## src/rtl/mtr_pkg.sv

```systemverilog
// Shared types and helpers for the motor duty path: FSM state encoding,
// default widths, and the offset-plus-saturate rule used by mag_sat.
package mtr_pkg;

    localparam int MTR_SPD_W  = 12;
    localparam int MTR_DUTY_W = 11;
    localparam int DUTY_MAX   = 2**MTR_DUTY_W - 1;
    localparam int SPD_MAX    = 2**(MTR_SPD_W - 1) - 1;

    typedef enum logic [1:0] {
        ST_RUN  = 2'd0,
        ST_DEAD = 2'd1,
        ST_SWAP = 2'd2
    } state_t;

    // Zero magnitude stays zero so a stop command never receives the friction offset.
    function automatic logic [31:0] sat_duty(input logic [31:0] mag,
                                             input logic [31:0] min_duty,
                                             input logic [31:0] duty_max);
        logic [32:0] sum;
        sum = {1'b0, mag} + {1'b0, min_duty};
        if (mag == '0)
            return '0;
        else if (sum > {1'b0, duty_max})
            return duty_max;
        else
            return sum[31:0];
    endfunction

endpackage

```

## src/rtl/mtr_duty_ctrl_mag_sat.sv

```systemverilog
// Combinational |speed| -> duty conversion with friction offset and saturation.
// Kept standalone so the steer path can reuse the same mapping.
module mag_sat
    import mtr_pkg::*;
#(
    parameter int SPD_W    = MTR_SPD_W,
    parameter int DUTY_W   = MTR_DUTY_W,
    parameter int MIN_DUTY = 64
) (
    input  logic signed [SPD_W-1:0]  spd,
    output logic        [DUTY_W-1:0] duty,
    output logic                     neg
);

    localparam logic [SPD_W-1:0] SPD_MOST_NEG = {1'b1, {(SPD_W-1){1'b0}}};

    logic [SPD_W-1:0] mag;

    // The most negative code has no positive twin; clamp it to the largest positive.
    always_comb begin
        // NOTE: give every always_comb output a default first so no path can infer a latch.
        mag = spd;
        if (spd == SPD_MOST_NEG)
            mag = ~SPD_MOST_NEG;
        else if (spd[SPD_W-1])
            mag = -spd;
    end

    always_comb begin
        duty = DUTY_W'(sat_duty(32'(mag), 32'(MIN_DUTY), 32'(2**DUTY_W - 1)));
    end

    assign neg = spd[SPD_W-1];

endmodule

```

## src/rtl/mtr_duty_ctrl.sv

```systemverilog
// Speed command to PWM duty/direction, updating only at PWM period starts and
// inserting a zero-duty dead interval whenever the motor direction reverses.
module mtr_duty_ctrl
    import mtr_pkg::*;
#(
    parameter int SPD_W    = 12,
    parameter int DUTY_W   = 11,
    parameter int MIN_DUTY = 64,
    parameter int DEAD_CYC = 256
) (
    input  logic                     clk,
    input  logic                     rst,
    input  logic                     en,
    input  logic signed [SPD_W-1:0]  spd,
    input  logic                     spd_vld,
    input  logic                     prd_strt,
    output logic        [DUTY_W-1:0] duty,
    output logic                     rev,
    output logic                     busy
);

    localparam int              CNT_W    = (DEAD_CYC > 1) ? $clog2(DEAD_CYC) : 1;
    localparam logic [CNT_W-1:0] CNT_LAST = CNT_W'(DEAD_CYC - 1);

    logic [DUTY_W-1:0] cmd_duty;
    logic              cmd_neg;
    logic [DUTY_W-1:0] tgt_duty;
    logic              tgt_rev;
    logic [CNT_W-1:0]  dead_cnt;
    state_t            state;

    mag_sat #(
        .SPD_W    (SPD_W),
        .DUTY_W   (DUTY_W),
        .MIN_DUTY (MIN_DUTY)
    ) u_mag_sat (
        .spd  (spd),
        .duty (cmd_duty),
        .neg  (cmd_neg)
    );

    always_ff @(posedge clk) begin
        if (rst) begin
            // NOTE: sequential state uses <= so every register samples pre-edge values,
            // which is what lets a coincident prd_strt act on the previously held target.
            tgt_duty <= '0;
            tgt_rev  <= 1'b0;
            duty     <= '0;
            rev      <= 1'b0;
            busy     <= 1'b0;
            dead_cnt <= '0;
            state    <= ST_RUN;
        end else begin
            if (spd_vld) begin
                tgt_duty <= cmd_duty;
                tgt_rev  <= cmd_neg;
            end

            if (!en) begin
                duty     <= '0;
                busy     <= 1'b0;
                dead_cnt <= '0;
                state    <= ST_RUN;
            end else begin
                unique case (state)
                    ST_RUN: begin
                        if (prd_strt) begin
                            // A zero target never flips direction, so it takes the plain path.
                            if (tgt_duty != '0 && tgt_rev != rev) begin
                                duty     <= '0;
                                dead_cnt <= '0;
                                busy     <= 1'b1;
                                state    <= ST_DEAD;
                            end else begin
                                duty <= tgt_duty;
                            end
                        end
                    end
                    ST_DEAD: begin
                        dead_cnt <= dead_cnt + 1'b1;
                        if (dead_cnt == CNT_LAST)
                            state <= ST_SWAP;
                    end
                    ST_SWAP: begin
                        if (prd_strt) begin
                            rev   <= tgt_rev;
                            duty  <= tgt_duty;
                            busy  <= 1'b0;
                            state <= ST_RUN;
                        end
                    end
                    default: begin
                        duty  <= '0;
                        busy  <= 1'b0;
                        state <= ST_RUN;
                    end
                endcase
            end
        end
    end

endmodule

```

## config.mk

```make
export PLATFORM = sky130hd
export DESIGN_NAME = mtr_duty_ctrl
export DESIGN_NICKNAME = d
export VERILOG_FILES = /design/src/rtl/mtr_pkg.sv /design/src/rtl/mtr_duty_ctrl_mag_sat.sv /design/src/rtl/mtr_duty_ctrl.sv
export SDC_FILE = /design/constraint.sdc
export NUM_CORES = 1
export LEC_CHECK = 0
export ABC_AREA = 1
export BUFFER_PORTS_ARGS = -buffer_cell sky130_fd_sc_hd__buf_2
export CAP_MARGIN = 20
export CORE_MARGIN = 5
export CORE_UTILIZATION = 40
export DETAILED_ROUTE_END_ITERATION = 8
export GPL_TIMING_DRIVEN = 1
export HOLD_SLACK_MARGIN = 0.1
export PLACE_DENSITY = 0.59
export REMOVE_ABC_BUFFERS = 1
export SYNTH_ARGS = -nofsm -noshare
export SYNTH_HDL_FRONTEND = slang
export SYNTH_SLANG_ARGS = --single-unit
```

## constraint.sdc

```tcl
create_clock -name clk -period 6.5 [get_ports clk]
set_input_delay 1.3 -clock clk [delete_from_list [all_inputs] [get_ports clk]]
set_output_delay 1.3 -clock clk [all_outputs]
set_load 0.01 [all_outputs]
```

# After elaboration in Yosys (flattened, before gate mapping)
# Cells that the tools add are included.
dict set report totals {
  reg_bits 35
  inputBits 17
  out_inout_bits 13
  word_cells 53
}
dict set report op_classes {
  n_addsub 3
  n_lt_le_gt_ge 1
  eq_ne 9
  n_mux 20
  bitwise_logic 2
  n_reduce_logical 11
}
# operator count
set op_table {}
lappend op_table {{$mux W11} 5}
lappend op_table {{$pmux W11 S3} 1}
lappend op_table {{$mux W12} 2}
lappend op_table {{$mux W8} 2}
lappend op_table {{$pmux W8 S2} 1}
lappend op_table {{$add A12 B7 Y13 const B} 1}
lappend op_table {{$gt A13 B11 Y1 const B} 1}
lappend op_table {{$eq A12 B12 Y1 const B} 1}
lappend op_table {{$logic_not A12 Y1} 1}
lappend op_table {{$neg A12 Y12} 1}
lappend op_table {{$reduce_bool A11 Y1} 1}
lappend op_table {{$reduce_and A3 Y1} 3}
lappend op_table {{$add A8 B1 Y8 const B} 1}
lappend op_table {{$eq A8 B8 Y1 const B} 1}
lappend op_table {{$mux W2} 4}
lappend op_table {{$ne A2 B2 Y1 const B} 4}
lappend op_table {{$reduce_and A4 Y1} 2}
lappend op_table {{$pmux W2 S3} 1}
lappend op_table {{$mux W1} 3}
lappend op_table {{$pmux W1 S3} 1}
lappend op_table {{$eq A2 B1 Y1 const B} 1}
lappend op_table {{$eq A2 B2 Y1 const B} 1}
lappend op_table {{$logic_not A2 Y1} 1}
lappend op_table {{$not A1 Y1} 2}
lappend op_table {{other kinds (4)} 4}

# Longest topological paths before layout
dict set report logic_depth {
  word_depth 7
  ltp_mapped 17
  mapped_depth_nobuf 17
}

# By module
# Synthesis repeated with hierarchy kept, for this count alone.
dict set report hier_totals {
  cells_unflattened 339
  hier_area_um2 2232.1
}
# mod n_inst cells_per_inst area_each_um2 seq_area_each_um2
set by_module_without_submodules {}
lappend by_module_without_submodules {mtr_duty_ctrl 1 201 1517.7 700.7}
lappend by_module_without_submodules {mag_sat 1 138 714.4 0.0}

# Least setup slack after synthesis
# OpenSTA, ideal clock, no wires.
dict set report synth_timing {
  kind {input -> register}
  startpoint {input spd[0]}
  endpoint {register tgt_duty[6]}
  setup_ps 70
  arrival_time_ps 3242
  slack_ps 3188
  path_stages 15
  path_buffers 0
  cell_sequence {inv_1 ha_1 nand3_1 nor2_2 nand3_4 nand3_2 inv_1 ha_1 nor3_1 nand3b_1 nor2_4 nand2_4 nand3_2 nand2_1 a21oi_2}
}
dict set report synth_between {
  elab_chain_len 7
  word_cells_on_any_way 9
  classes_between {2 x add/sub; 1 x order compare; 1 x eq/ne; 4 x mux; 1 x reduce/logical}
}
# element line_no
set synth_rtl {}
lappend synth_rtl {{from (decl)} mtr_duty_ctrl.sv:14} ;# input logic signed [SPD_W-1:0] spd,
lappend synth_rtl {{$neg A12 Y12} mtr_duty_ctrl_mag_sat.sv:26} ;# mag = -spd;
lappend synth_rtl {{$mux W12} mtr_duty_ctrl_mag_sat.sv:25} ;# else if (spd[SPD_W-1])
lappend synth_rtl {{$mux W12 *} mtr_duty_ctrl_mag_sat.sv:23} ;# if (spd == SPD_MOST_NEG)
lappend synth_rtl {{$add A12 B7 Y13} mtr_pkg.sv:21} ;# sum = {1'b0, mag} + {1'b0, min_duty};
lappend synth_rtl {{$gt A13 B11 Y1} mtr_pkg.sv:24} ;# else if (sum > {1'b0, duty_max})
lappend synth_rtl {{$mux W11} mtr_pkg.sv:24}
lappend synth_rtl {{$mux W11 *} mtr_pkg.sv:22} ;# if (mag == '0)
lappend synth_rtl {{to (signal assigned)} mtr_duty_ctrl.sv:55} ;# tgt_duty <= cmd_duty;
lappend synth_rtl {{to (decl)} mtr_duty_ctrl.sv:27} ;# logic [DUTY_W-1:0] tgt_duty;
# Mark *: on every way between the ends. The rest lies on a longest branch, timed or not.
# A chain may end at the register's enable or synchronous reset.

# Worst setup path after layout
dict set report layout_timing {
  startpoint {input spd[0]}
  endpoint {register tgt_duty[7]}
}
# Same word-level chain as after synthesis.

==> metrics.txt <==
Final WS setup=3.15 ns; Critical Path RT=6.72 ns; post-DP HPWL=3710 um; total CTS buffers=5; Max-Cap Viols=0; RePlAce Congestion=around 0.85; worst min-delay path class=reg -> reg; via count=between 2000 and 2500; Hold Crit Depth=2; sequential area share after synthesis=approximately a third; Yosys reg bits=35; max incr delay on CP=0.33 ns; final net count=~370; Hold Buf Count CTS=0; CP endpoint kind=flop; post-CTS sizing=0; fin crit share=51.6%; Starting Density=40.5%; critical path, cell by cell=buf_2 > inv_1 > ha_1 > nand3_1 > nor2_2 > nand3_4 > nand3_2 > inv_1 > ha_1 > nor3_1 > nand3b_1 > nor2_4 > nand2_4 > nand3_2 > nand2_1 > a21oi_2; Sink Count=35; Synth Warn #=0; # IOs=30; CTS Buffer Depth=2; Clock Latency Late Sink=0.28 ns; Lkg Pwr=1.19 nW; Util after Layout=46.3%; post-route ant nets=0; Setup TNS=0 ns; Via-to-Cell Ratio=4.84; fill count=between 500 and 600; Critical-path top delay cell=ha_1; Final Non-Filler Cells=425; worst IR drop on VDD=between 0.00007 and 0.00008 V; Antenna Cells=0; hold path startpoint=busy; maximum clock frequency=298 MHz; post-CTS setup buffers=0; Rel. slew slack=a little under half; Clock Tree Root=clkbuf_8; Endpoint, Worst Hold=busy; CP Max Fanout=9; critical path startpoint category=input port; area delta synth->final=14.4%; WL/cell=11.1 um; Final Hold Fails=0; Pwr Density=218 mW/mm^2; IO buf count=29; die height=between 80 and 90 um; share of post-route cells with drive strength above 1=19.5%; status=complete, no violations; r2r worst-path depth=9; placed insts=417; first-pass detailed-route iteration total=4; syn avg cell area=roughly 6.7 sq um; Mapped Area=0.00219 sq mm; number of global-route vias before repair=approximately 1800; Final setup violation count=0; row count=27; Slew @ Worst Pin=0.809 ns; Netlist cell types=31; drt initial violations=143; CTS tree=built; Die Area=0.00705 sq mm; H-tree depth=2; area leader, netlist=dfxtp_1; largest net degree at the start of global routing=16; initial antenna violation count=0; total gr overflow=0; top cells by area, synth=dfxtp_1 32%, nand2_1 15%, inv_1 6.7%, nand3_2 6.4%, a21oi_1 5.9%; Final Max Slew Viols=0; first-pass GRT wire length=around 8100 um; Tot GR Track Use=around 14%; drt drc=0; R2R setup slack=4.37 ns; RSZ-0062 raised after global routing=false; WL final=~4700 um; RR Startpoint=state[0]; WP data arrival=3.57 ns; die span in x=84.0 um; Layout Skew=0.00366 ns; Setup CP Type=in -> reg; area fraction of the dominant cell type after synthesis=32.0%; CORE AREA=0.00541 sq mm; Reg clk slew, reported paths=0.07 ns; Min Clock Period, post-route=between 3 and 4 ns; RR Endpoint=dead_cnt[7]; dpl ws=approximately 2.9 ns; Gate Count Post-Synth=325
==> registers in the layout, summed over array words and instances (netlist names) <==
signal,cells
busy,1
dead_cnt,8
duty,11
rev,1
state,2
tgt_duty,11
tgt_rev,1
==> critical path, delay by kind of cell <==
| kind | cells | cell delay, ns |
|---|---|---|
| AOI/OAI and AO/OA | 1 | 0.11 |
| and+or+nand+nor | 10 | 1.28 |
| adders and majority gates | 2 | 0.59 |
| buffers and inverters | 3 | 0.30 |
==> cell usage after synthesis, drive strengths merged <==
library cell / count
nand2: 89
inv: 40
nor2: 36
dfxtp: 35
a21oi: 33
nand3: 33
o21ai: 20
nand4: 7
clkbuf: 5
ha: 5
xor2: 5
buf: 4
nor3: 3
a211oi: 2
nand3b: 2
nor4: 2
a31oi: 1
a41oi: 1
o211ai: 1
o21bai: 1
==> routing by layer <==
layer	GRT usage, %	vias to the layer above	wire length, um
met2	22.1	38	2080
li1	-	1110	-
met5	0	-	0
met1	17.4	900	2340
met3	3.26	8	199
met4	5.99	0	100
==> cell families after synthesis <==
logic type               Yosys count  synth area share (%)
AND/OR/NAND/NOR                  172                  38.5
adder cells (fa/ha/maj)            5                  2.86
AO/OA/AOI/OAI                     59                  15.4
buffers and inverters             49                  9.26
flip-flops                        35                  32.0
XOR/XNOR                           5                  2.00
==> per-stage QoR <==
stage               total power (W)  hold slack (ns)  cell area (sq um)
floorplan                  0.000293            0.452               2140
global placement           0.000320            0.452               2370
detailed placement         0.000320            0.458               2370
CTS                        0.000553            0.469               2500
global route               0.000578            0.493               2500
finish                     0.000545            0.466               2500
==> placed cells by master, fill, tap and decap left out, drive strengths merged, types with 5 or more instances in the layout <==
cell | netlist | final
clkbuf | 5 | 6
dfxtp | 35 | 35
nand2 | 89 | 89
o21ai | 20 | 20
xor2 | 5 | 5
inv | 40 | 40
nand3 | 33 | 33
ha | 5 | 5
nand4 | 7 | 7
buf | 4 | 29
nor2 | 36 | 36
a21oi | 33 | 33
==> worst max path at each step <==
| stage | depth (start not counted) | to | from | slack [ns] |
|---|---|---|---|---|
| final | 16 | tgt_duty[7] | spd[0] | 3.15 |
| after global routing | 16 | tgt_duty[7] | spd[0] | 2.93 |
| after CTS | 16 | tgt_duty[7] | spd[0] | 3.15 |
| after detailed placement | 16 | tgt_duty[7] | spd[0] | 2.85 |
| after global placement | 16 | tgt_duty[7] | spd[0] | 2.91 |
| after floorplan | 15 | tgt_duty[6] | spd[0] | 3.19 |
==> layout make-up <==
cell class              count  area [sq um]  area share (%)
multi-input cells         241          1290            51.3
flip-flops and latches     35           701            28.0
inverters                  40           150            5.99
repair buffers             29           145            5.79
well taps                  72          90.1            3.60
clock buffers               6          72.6            2.90
clock inverters             2          60.1            2.40
==> report_power, final <==
group	leakage, nW	internal (W)	switching (W)	total, W
sequential	0.285	0.000222	0.00000543	0.000227
clock	0.0654	0.000153	0.0000767	0.000230
combinational	0.844	0.0000307	0.0000572	0.0000878
No activity file was read; power rests on OpenSTA's default activity.
